<file path="src/rtl/mem_access_bridge_pkg.sv">
`default_nettype none
// ============================================================================
//  Module   : mem_access_bridge_pkg
//  Purpose  : Shared types and codes for the CPU/MMU/bus access bridge:
//             access type, MMU exception type, FSM state encoding and the
//             response exception codes.
//  Revision : 1.0  initial release
// ============================================================================
package mem_access_bridge_pkg;

    // Access direction; write is the asserted value.
    typedef enum logic {
        MEM_ACCESS_R = 1'b0,
        MEM_ACCESS_W = 1'b1
    } mem_access_t;

    // Exception reported by the MMU in the cycle after a lookup.
    typedef enum logic [1:0] {
        MMU_EXC_NONE         = 2'd0,
        MMU_EXC_TLB_MISS     = 2'd1,
        MMU_EXC_TLB_INVALID  = 2'd2,
        MMU_EXC_TLB_MODIFIED = 2'd3
    } mmu_exception_t;

    // Bridge sequencing states.
    typedef enum logic [1:0] {
        ST_IDLE  = 2'd0,
        ST_CHECK = 2'd1,
        ST_BUS   = 2'd2,
        ST_RESP  = 2'd3
    } state_t;

    // Response exception codes.
    localparam logic [2:0] c_EXC_NONE         = 3'd0;
    localparam logic [2:0] c_EXC_TLB_MISS     = 3'd1;
    localparam logic [2:0] c_EXC_TLB_INVALID  = 3'd2;
    localparam logic [2:0] c_EXC_TLB_MODIFIED = 3'd3;
    localparam logic [2:0] c_EXC_ADDR         = 3'd4;
    localparam logic [2:0] c_EXC_BUS          = 3'd5;

    // Access size codes.
    localparam logic [1:0] c_SIZE_BYTE = 2'd0;
    localparam logic [1:0] c_SIZE_HALF = 2'd1;
    localparam logic [1:0] c_SIZE_WORD = 2'd2;

    // Upper address bits selecting the unmapped kseg0/kseg1 window.
    localparam logic [1:0] c_KSEG_PREFIX = 2'b10;

    // Translate an MMU exception into the response exception code.
    function automatic logic [2:0] mmu_exc_to_resp(input mmu_exception_t e);
        logic [2:0] code;
        code = c_EXC_NONE;
        case (e)
            MMU_EXC_TLB_MISS:     code = c_EXC_TLB_MISS;
            MMU_EXC_TLB_INVALID:  code = c_EXC_TLB_INVALID;
            MMU_EXC_TLB_MODIFIED: code = c_EXC_TLB_MODIFIED;
            default:              code = c_EXC_NONE;
        endcase
        return code;
    endfunction

endpackage
`default_nettype wire

</file>
<file path="src/rtl/mem_align_check.sv">
`default_nettype none
// ============================================================================
//  Module   : mem_align_check
//  Purpose  : Byte-lane enable generation and natural-alignment check for an
//             access of the given size at the given low address bits.
//  Revision : 1.0  initial release
// ============================================================================
module mem_align_check
    import mem_access_bridge_pkg::*;
(
    input  logic [1:0] i_size,
    input  logic [1:0] i_addr_lo,
    output logic [3:0] o_be,
    output logic       o_misaligned
);

    // Lane enables follow the low address bits; reserved size is always a fault.
    always_comb begin
        o_be         = 4'b0000;
        o_misaligned = 1'b0;
        case (i_size)
            c_SIZE_BYTE: begin
                o_be = 4'b0001 << i_addr_lo;
            end
            c_SIZE_HALF: begin
                o_be         = 4'b0011 << i_addr_lo;
                o_misaligned = i_addr_lo[0];
            end
            c_SIZE_WORD: begin
                o_be         = 4'b1111;
                o_misaligned = (i_addr_lo != 2'b00);
            end
            default: begin
                o_misaligned = 1'b1;
            end
        endcase
    end

endmodule
`default_nettype wire

</file>
<file path="src/rtl/mem_access_bridge.sv">
`default_nettype none
// ============================================================================
//  Module   : mem_access_bridge
//  Purpose  : Single-outstanding CPU memory access bridge. Checks alignment,
//             translates through the MMU (or bypasses it for kseg0/1),
//             performs one bus transfer with timeout and returns a one-cycle
//             response with exception code.
//  Revision : 1.0  initial release
// ============================================================================
module mem_access_bridge
    import mem_access_bridge_pkg::*;
#(
    parameter int TIMEOUT_CYCLES = 255
) (
    input  logic           clk,
    input  logic           res,
    // CPU side
    input  logic           cpu_req,
    output logic           cpu_ready,
    input  logic [31:0]    cpu_vaddr,
    input  mem_access_t    cpu_access,
    input  logic [1:0]     cpu_size,
    input  logic [31:0]    cpu_wdata,
    output logic           resp_valid,
    output logic [31:0]    resp_rdata,
    output logic [2:0]     resp_exc,
    output logic [31:0]    resp_badvaddr,
    // MMU side
    output logic           addrValid,
    output logic [31:0]    vAddrIn,
    output mem_access_t    mmu_accessType,
    input  logic [31:0]    pAddrOut,
    input  mmu_exception_t mmu_exception,
    // Bus side
    output logic           bus_req,
    output logic [31:0]    bus_addr,
    output logic           bus_we,
    output logic [3:0]     bus_be,
    output logic [31:0]    bus_wdata,
    input  logic [31:0]    bus_rdata,
    input  logic           bus_ack
);

    localparam logic [15:0] c_TIMEOUT = 16'(TIMEOUT_CYCLES);

    state_t      r_state;
    state_t      w_state_next;
    logic [31:0] r_vaddr;
    logic [31:0] r_paddr;
    logic [31:0] r_wdata;
    logic [31:0] r_rdata;
    logic [31:0] r_badvaddr;
    mem_access_t r_access;
    logic [1:0]  r_size;
    logic [2:0]  r_exc;
    logic [15:0] r_cnt;

    logic        w_accept;
    logic        w_kseg;
    logic [1:0]  w_al_size;
    logic [1:0]  w_al_addr;
    logic [3:0]  w_be;
    logic        w_misaligned;
    logic [15:0] w_cnt_inc;
    logic        w_timeout;
    logic        w_mmu_fault;

    assign w_accept    = (r_state == ST_IDLE) && cpu_req;
    assign w_kseg      = (cpu_vaddr[31:30] == c_KSEG_PREFIX);
    assign w_cnt_inc   = r_cnt + 16'd1;
    assign w_timeout   = (w_cnt_inc == c_TIMEOUT);
    assign w_mmu_fault = (mmu_exception != MMU_EXC_NONE);

    // The checker sees the incoming request while idle and the latched
    // physical address afterwards, so one instance serves both uses.
    assign w_al_size = (r_state == ST_IDLE) ? cpu_size         : r_size;
    assign w_al_addr = (r_state == ST_IDLE) ? cpu_vaddr[1:0]   : r_paddr[1:0];

    mem_align_check u_align (
        .i_size       (w_al_size),
        .i_addr_lo    (w_al_addr),
        .o_be         (w_be),
        .o_misaligned (w_misaligned)
    );

    // State register.
    always_ff @(posedge clk) begin
        if (res) begin
            r_state <= ST_IDLE;
        end else begin
            r_state <= w_state_next;
        end
    end

    // Next-state selection.
    always_comb begin
        w_state_next = r_state;
        case (r_state)
            ST_IDLE: begin
                if (cpu_req) begin
                    if (w_misaligned) begin
                        w_state_next = ST_RESP;
                    end else if (w_kseg) begin
                        w_state_next = ST_BUS;
                    end else begin
                        w_state_next = ST_CHECK;
                    end
                end
            end
            ST_CHECK: begin
                w_state_next = w_mmu_fault ? ST_RESP : ST_BUS;
            end
            ST_BUS: begin
                if (bus_ack || w_timeout) begin
                    w_state_next = ST_RESP;
                end
            end
            ST_RESP: begin
                w_state_next = ST_IDLE;
            end
            default: begin
                w_state_next = ST_IDLE;
            end
        endcase
    end

    // Request latching, translation capture, timeout count and response data.
    always_ff @(posedge clk) begin
        if (res) begin
            r_vaddr    <= '0;
            r_paddr    <= '0;
            r_wdata    <= '0;
            r_rdata    <= '0;
            r_badvaddr <= '0;
            r_access   <= MEM_ACCESS_R;
            r_size     <= '0;
            r_exc      <= c_EXC_NONE;
            r_cnt      <= '0;
        end else begin
            r_cnt <= (r_state == ST_BUS) ? w_cnt_inc : 16'd0;
            case (r_state)
                ST_IDLE: begin
                    if (w_accept) begin
                        r_vaddr  <= cpu_vaddr;
                        r_access <= cpu_access;
                        r_size   <= cpu_size;
                        r_wdata  <= cpu_wdata;
                        if (w_misaligned) begin
                            r_exc      <= c_EXC_ADDR;
                            r_badvaddr <= cpu_vaddr;
                            r_rdata    <= '0;
                        end else if (w_kseg) begin
                            r_paddr <= {3'b000, cpu_vaddr[28:0]};
                        end
                    end
                end
                ST_CHECK: begin
                    if (w_mmu_fault) begin
                        r_exc      <= mmu_exc_to_resp(mmu_exception);
                        r_badvaddr <= r_vaddr;
                        r_rdata    <= '0;
                    end else begin
                        r_paddr <= pAddrOut;
                    end
                end
                ST_BUS: begin
                    if (bus_ack) begin
                        r_exc      <= c_EXC_NONE;
                        r_badvaddr <= '0;
                        r_rdata    <= (r_access == MEM_ACCESS_R) ? bus_rdata : 32'd0;
                    end else if (w_timeout) begin
                        r_exc      <= c_EXC_BUS;
                        r_badvaddr <= r_vaddr;
                        r_rdata    <= '0;
                    end
                end
                default: begin
                end
            endcase
        end
    end

    // Outputs: MMU lookup is issued combinationally in the accept cycle only.
    assign cpu_ready      = (r_state == ST_IDLE);
    assign addrValid      = w_accept && !w_misaligned && !w_kseg;
    assign vAddrIn        = cpu_vaddr;
    assign mmu_accessType = cpu_access;

    assign bus_req   = (r_state == ST_BUS);
    assign bus_addr  = {r_paddr[31:2], 2'b00};
    assign bus_we    = (r_state == ST_BUS) && (r_access == MEM_ACCESS_W);
    assign bus_be    = (r_state == ST_BUS) ? w_be : 4'b0000;
    assign bus_wdata = r_wdata;

    assign resp_valid    = (r_state == ST_RESP);
    assign resp_rdata    = r_rdata;
    assign resp_exc      = r_exc;
    assign resp_badvaddr = r_badvaddr;

endmodule
`default_nettype wire

</file>
<file path="config.mk">
export PLATFORM = sky130hd
export DESIGN_NAME = mem_access_bridge
export DESIGN_NICKNAME = d
export VERILOG_FILES = /design/src/rtl/mem_access_bridge_pkg.sv /design/src/rtl/mem_align_check.sv /design/src/rtl/mem_access_bridge.sv
export SDC_FILE = /design/constraint.sdc
export NUM_CORES = 1
export LEC_CHECK = 0
export ABC_CLOCK_PERIOD_IN_PS = 3300
export CORE_UTILIZATION = 41
export CTS_BUF_LIST = sky130_fd_sc_hd__clkbuf_4 sky130_fd_sc_hd__clkbuf_8
export DETAILED_ROUTE_END_ITERATION = 12
export PLACE_DENSITY = 0.78
export SLEW_MARGIN = 20
export SYNTH_ARGS = -nofsm -noshare
export SYNTH_HDL_FRONTEND = slang
export SYNTH_HIERARCHICAL = 1
export SYNTH_SLANG_ARGS = --single-unit
</file>
<file path="constraint.sdc">
create_clock -name clk -period 3.3 [get_ports clk]
set_input_delay 0.825 -clock clk [delete_from_list [all_inputs] [get_ports clk]]
set_output_delay 0.825 -clock clk [all_outputs]
set_load 0.005 [all_outputs]
</file>
---- Word level (Yosys, flattened, before mapping) ----
Index checks and enable logic that the tools add are counted.
storage, ports and cells
  logic and storage cells ................. 87
  register bits ........................... 184
  input port bits ......................... 137
  output and inout port bits .............. 173
cells by class
  muxes and demuxes ....................... 36
  shift-type cells ........................ 2
  bitwise operators ....................... 1
  eq/ne operators ......................... 19
  add/subtract/negate cells ............... 1
  reduce and logical (&&, ||, !) cells .... 18
operators with widths
  kind                                                    number
  two-way mux 32 bit                                      15
  case mux 32 bit (3 select lines)                        2
  case mux 32 bit (2 select lines)                        1
  adder 16 x 1 -> 16 bit (second input constant)          1
  == test 16 x 8 -> 1 bit (second input constant)         1
  two-way mux 3 bit                                       5
  == test 2 bit (second input constant)                   6
  two-way mux 2 bit                                       6
  case mux 4 bit (3 select lines)                         1
  AND reduction 5 bit                                     2
  case mux 3 bit (3 select lines)                         1
  inequality test 2 x 1 -> 1 bit (second input constant)  4
  inequality test 2 bit (second input constant)           4
  case mux 2 bit (4 select lines)                         1
  == test 2 x 1 -> 1 bit (second input constant)          3
  case mux 2 bit (3 select lines)                         1
  nonzero test 2 bit                                      3
  logical AND 1 bit                                       4
  logical NOT 2 bit                                       2
  two-way mux 4 bit                                       1
  AND reduction 2 bit                                     2
  << shifter 1 x 2 -> 4 bit (first input constant)        1
  << shifter 2 x 2 -> 4 bit (first input constant)        1
  inequality test 3 x 1 -> 1 bit (second input constant)  1
  7 further kinds                                         8

---- Depth between registers and ports, before layout ----
  depth after elaboration ................. 7
  depth in mapped cells ................... 13
  depth with buffers taken out ............ 10

---- Modules after synthesis ----
Netlist, hierarchy kept.
by module, submodules not included
  module             seq. area each (um2)  instances  area each (um2)  cells each
  mem_access_bridge  3,683.5               1          8,074.0          911
  mem_align_check    0.0                   1          101.3            12

---- Worst setup path after synthesis ----
Ideal clock, no wire load.
  kind .................................... reg-to-reg
  start point ............................. register r_state[0]
  end point ............................... register r_rdata[10] (netlist: resp_rdata[10])
  period minus slack after synthesis ...... 3.160 ns
  path buffers ............................ 4
  setup time .............................. 0.060 ns
  arrival ................................. 3.100 ns
  cell stages (with the launch flop) ...... 14
  setup slack ............................. 0.140 ns
  required time ........................... 3.240 ns
  cells stage by stage .................... dfxtp_1 inv_1 ha_1 clkbuf_1 mux2_2 buf_4 o21a_1 o22a_1 a21boi_0 or3_1 clkbuf_1 nor4_1 clkbuf_1 a22o_1
between the ends
  cells in the longest elaborated chain, start to end .. 6
  elaborated cells on any way between the ends .. 18
  those cells by class .................... eq/ne (8); mux (4); reduce/logical (6)
RTL lines
  item                                               line                      source
  from (decl)                                        mem_access_bridge.sv:46   state_t r_state;
  from (signal assigned)                             mem_access_bridge.sv:91   r_state <= w_state_next;
  logical NOT 2 bit *                                -
  net cpu_ready                                      mem_access_bridge.sv:19   output logic cpu_ready,
  two-way mux 2 bit *                                mem_access_bridge.sv:76   assign w_al_size = (r_state == ST_IDLE) ? cpu_size : r_size;
  net w_al_size[1]                                   mem_access_bridge.sv:60   logic [1:0] w_al_size;
  == test 2 bit, or another cell as far along        mem_align_check.sv:21     case (i_size)
  case mux 1 bit (3 select lines) *                  mem_align_check.sv:21
  net w_misaligned                                   mem_access_bridge.sv:63   logic w_misaligned;
  inequality test 2 x 1 -> 1 bit (no source line) *  -
  AND reduction 5 bit (no source line) *             -
  to (signal assigned)                               mem_access_bridge.sv:170  r_rdata <= (r_access == MEM_ACCESS_R) ? bus_rdata : 32'd0;
  to (decl)                                          mem_access_bridge.sv:51   logic [31:0] r_rdata;
Mark *: on every way through the listed nets, which the timed path passes. The rest lies on a longest branch.
A chain may end at the register's enable or synchronous reset.

---- Worst setup path after layout ----
  start point ............................. input port cpu_size[0]
  end point ............................... output port bus_be[1]
between the ends
  cells in the longest elaborated chain, start to end .. 4
  elaborated cells on any way between the ends .. 6
  those cells by class .................... eq/ne (2); mux (3); reduce/logical (1)
RTL lines
  item                                         line                      source
  from (decl)                                  mem_access_bridge.sv:22   input logic [1:0] cpu_size,
  two-way mux 2 bit *                          mem_access_bridge.sv:76
  net w_al_size[0]                             mem_access_bridge.sv:60
  == test 2 bit, or another cell as far along  mem_align_check.sv:21
  case mux 4 bit (3 select lines) *            mem_align_check.sv:21
  net w_be[1]                                  mem_access_bridge.sv:62   logic [3:0] w_be;
  two-way mux 4 bit *                          mem_access_bridge.sv:192  assign bus_be = (r_state == ST_BUS) ? w_be : 4'b0000;
  to (decl)                                    mem_access_bridge.sv:38   output logic [3:0] bus_be,
Marks and branches as above.

==> results summary <==
The initial antenna violation count came out at 0. The die is 143 µm tall. The relative area change from synthesis to final layout is 42.6%. The standard cell core area is 19500 µm².

The shortest period the worst path allows is 3.23 ns. The share of the clock period used by the worst path after layout came out at 0.978. The clock sink count is 184. Synthesis instantiated 51 different standard cells from the library. The cell total after placement came out at 1397. At the pin with the least slew margin, the transition time is 0.907 ns. Detailed placement ended at an HPWL of 16900 µm. The depth of the CTS H-tree is 4.

310 I/O pins were placed. The number of antenna cells inserted is 0. The proportion of register bits with asynchronous set or reset after synthesis came out at 0. The worst setup path is of the input pin to primary output kind. By area the synthesized netlist is led by sky130_fd_sc_hd__dfxtp_1, sky130_fd_sc_hd__a21oi_1, sky130_fd_sc_hd__nand2_1.

The number of warnings reported in the yosys synthesis log came out at 6. The cell area after synthesis came out at 8180 µm². The worst hold path belongs to the class flip-flop to flip-flop. Summed over all layers, the global routing overflow is 0. The number of hold violations in the final report came out at 0. The final-report setup violation count is 0. Setup repair after global routing left no endpoint under its margin. For this block, the routed nets add up to 23900 µm of wire.

The first-iteration detailed-routing DRC count came out at 283. The number of detailed-route iterations in the first pass is 4. The leakage power came out at 4.20 nW. The final clock skew came out at 0.0207 ns. The number of global-route vias before repair is 6946. The sequential fraction of the synthesis area is 0.451. The power per cell area came out at 702 nW/µm². The critical path startpoint category is an input pin. The share of synthesized area in the top cell type comes to 0.451. The flow ran to the end, and the final reports show no timing, DRC or antenna violations. The number of pins with negative max-slew slack in the final report came to 0. The most used flip-flop cell after synthesis is sky130_fd_sc_hd__dfxtp_1. The number of non-filler instances in the completed layout came out at 1429. The worst setup path is captured at a primary output. The count of max-cap constraint violations is 0. The die covers 20500 µm².

Entering global routing, the biggest net connects 81 pins. The completed layout was analyzed and its total power is 8.18 mW. The ratio of routed vias to standard cells came out at 5.17. At the end of the flow the core is filled with cells to 0.597. The number of buffers on the longest clock path came out at 2. The arrival time of data at the critical path endpoint is 2.40 ns. Routability-driven placement finished with a final weighted congestion of 0.792. The largest total area in the synthesized netlist belongs to sky130_fd_sc_hd__dfxtp_1. Input and output buffers added on the ports amount to 307.

The first-pass GRT wire length came out at 36500 µm. The average size of a mapped cell is 8.86 µm². The die outline width is 143 µm.

The maximum resistive drop on vdd came out at 0.328 mV. The total global-route track usage came out at 0.230. The endpoint required time on the critical path came out at 2.47 ns.

The total clock buffers created by CTS came out at 17. In the final layout, the share of cells above drive strength 1 is 0.101. The largest fanout on the critical path is 5.

The starting density of the core is 0.419. The routed via count came out at 7394. The number of storage elements in the synthesis netlist came out at 184. The floorplan row count is 51.

The insertion delay of the later-clocked pin in the worst-skew pair came out at 0.46 ns. In this run the clock root is driven by a sky130_fd_sc_hd__clkbuf_8. The worst slew slack as a fraction of its limit is 0.396.

The accumulated negative setup slack came out at 0 ns. The detail route stage leaves a number of antenna-violating nets equal to 0. The number of synthesized flops with an enable pin came out at 0. The final net count came out at 1294. Static timing analysis puts the maximum clock frequency at 310 MHz. Dividing the detail-routed wire length by the instance count gives 16.8 µm. TritonCTS built the clock tree. Sorting the synthesized cells by how often they occur yields sky130_fd_sc_hd__dfxtp_1, sky130_fd_sc_hd__nand2_1, sky130_fd_sc_hd__a21oi_1. The post-CTS clock slew at the launch and capture registers of the worst setup and hold paths is 0.10 ns.

The most frequent cell after synthesis is sky130_fd_sc_hd__dfxtp_1. In the routed design, unresolved DRC markers number 0. Counting every instance in the synthesized netlist gives 923.
## worst paths after layout
check | startpoint | endpoint | slack, ns | cells after the start
max reg2reg | r_cnt[0] | resp_badvaddr[3] | 0.37 | 9
max | cpu_size[0] | bus_be[1] | 0.07 | 7
min | bus_wdata[21] | bus_wdata[21] | 0.46 | 2
min reg2reg | bus_wdata[21] | bus_wdata[21] | 0.46 | 2
## metrics by stage
| stage | setup slack (ns) | hold WS, ns | cell area (µm²) |
|---|---|---|---|
| 2_1_floorplan | 0.140 | 0.434 | 8180 |
| 3_3_place_gp | -0.286 | 0.439 | 11200 |
| 3_5_place_dp | -0.278 | 0.446 | 11200 |
| 4_1_cts | 0.0305 | 0.461 | 11600 |
| 5_1_grt | 0.00150 | 0.482 | 11700 |
| 6_report | 0.0733 | 0.458 | 11700 |
## routing by layer
metal | part of all wire | wire length (µm) | global-route usage
met3 | 0.073 | 1760 | 0.0708
met5 | 0 | 0 | 0
met4 | 0.018 | 426 | 0.0711
met1 | 0.40 | 9700 | 0.268
met2 | 0.50 | 12100 | 0.402
## flip-flops by register name, indices dropped and copies added, names as in the netlist
register,cells
r_state,2
r_size,2
resp_rdata,32
r_vaddr,32
bus_wdata,32
r_paddr,32
resp_exc,3
r_access,1
r_cnt,16
resp_badvaddr,32
## power by group
part | internal, mW | switching [mW] | total [mW]
sequential | 2.66 | 0.232 | 2.89
combinational | 1.82 | 1.91 | 3.73
clock | 0.701 | 0.865 | 1.57
total | 5.18 | 3.01 | 8.18
## timing repair
action | in CTS | in global routing
setup endpoints to repair | 5 | 5
buffers inserted | 0 | 0
resized for setup | 10 | 8
hold buffers | 0 | 0
pin swaps | 0 | 1
## kinds of logic after synthesis
kind of cell | after synthesis | share of synthesized area
AOI/OAI and AO/OA | 232 | 0.205
xor gates and xnor gates | 13 | 0.0139
adders and majority gates | 6 | 0.00918
buffers and inverters | 142 | 0.0996
DFF | 184 | 0.451
muxes | 35 | 0.0435
other | 1 | 0.000459
and+or+nand+nor | 310 | 0.178
## layout make-up
class | instances | area [µm²]
Inverter | 6 | 22.5
Clock inverter | 14 | 160
Multi-Input combinational cell | 598 | 3790
Fill cell | 1762 | 7870
Sequential cell | 184 | 3680
Tap cell | 265 | 332
Timing Repair Buffer | 344 | 3420
Clock buffer | 18 | 241
## critical path: stages
cell and delay [ns]:
sky130_fd_sc_hd__clkdlybuf4s50_1 0.43, sky130_fd_sc_hd__mux2_2 0.34, sky130_fd_sc_hd__buf_4 0.16, sky130_fd_sc_hd__o21bai_1 0.14
sky130_fd_sc_hd__mux2i_1 0.09, sky130_fd_sc_hd__and2_1 0.16, sky130_fd_sc_hd__dlygate4sd2_1 0.26
## cells in the final DEF (no fill, tap or decap), types with 7 or more instances in the layout
| master | Yosys | layout |
|---|---|---|
| sky130_fd_sc_hd__nor3_1 | 35 | 34 |
| sky130_fd_sc_hd__nand3_1 | 10 | 10 |
| sky130_fd_sc_hd__a211oi_1 | 30 | 30 |
| sky130_fd_sc_hd__a2111oi_0 | 11 | 11 |
| sky130_fd_sc_hd__dfxtp_1 | 184 | 184 |
| sky130_fd_sc_hd__mux2i_1 | 31 | 31 |
| sky130_fd_sc_hd__clkbuf_8 | 0 | 17 |
| sky130_fd_sc_hd__nand2_1 | 145 | 144 |
| sky130_fd_sc_hd__nor2b_1 | 36 | 36 |
| sky130_fd_sc_hd__xnor2_1 | 7 | 7 |
| sky130_fd_sc_hd__a2111oi_2 | 21 | 21 |
| sky130_fd_sc_hd__nor2_1 | 47 | 47 |
| sky130_fd_sc_hd__nand2b_1 | 9 | 8 |
| sky130_fd_sc_hd__buf_4 | 72 | 31 |
| sky130_fd_sc_hd__a22o_1 | 32 | 32 |
| sky130_fd_sc_hd__a21oi_1 | 112 | 110 |
| sky130_fd_sc_hd__clkdlybuf4s50_1 | 0 | 300 |
| sky130_fd_sc_hd__o21ai_0 | 10 | 9 |
No activity file was read; power rests on OpenSTA's default activity.
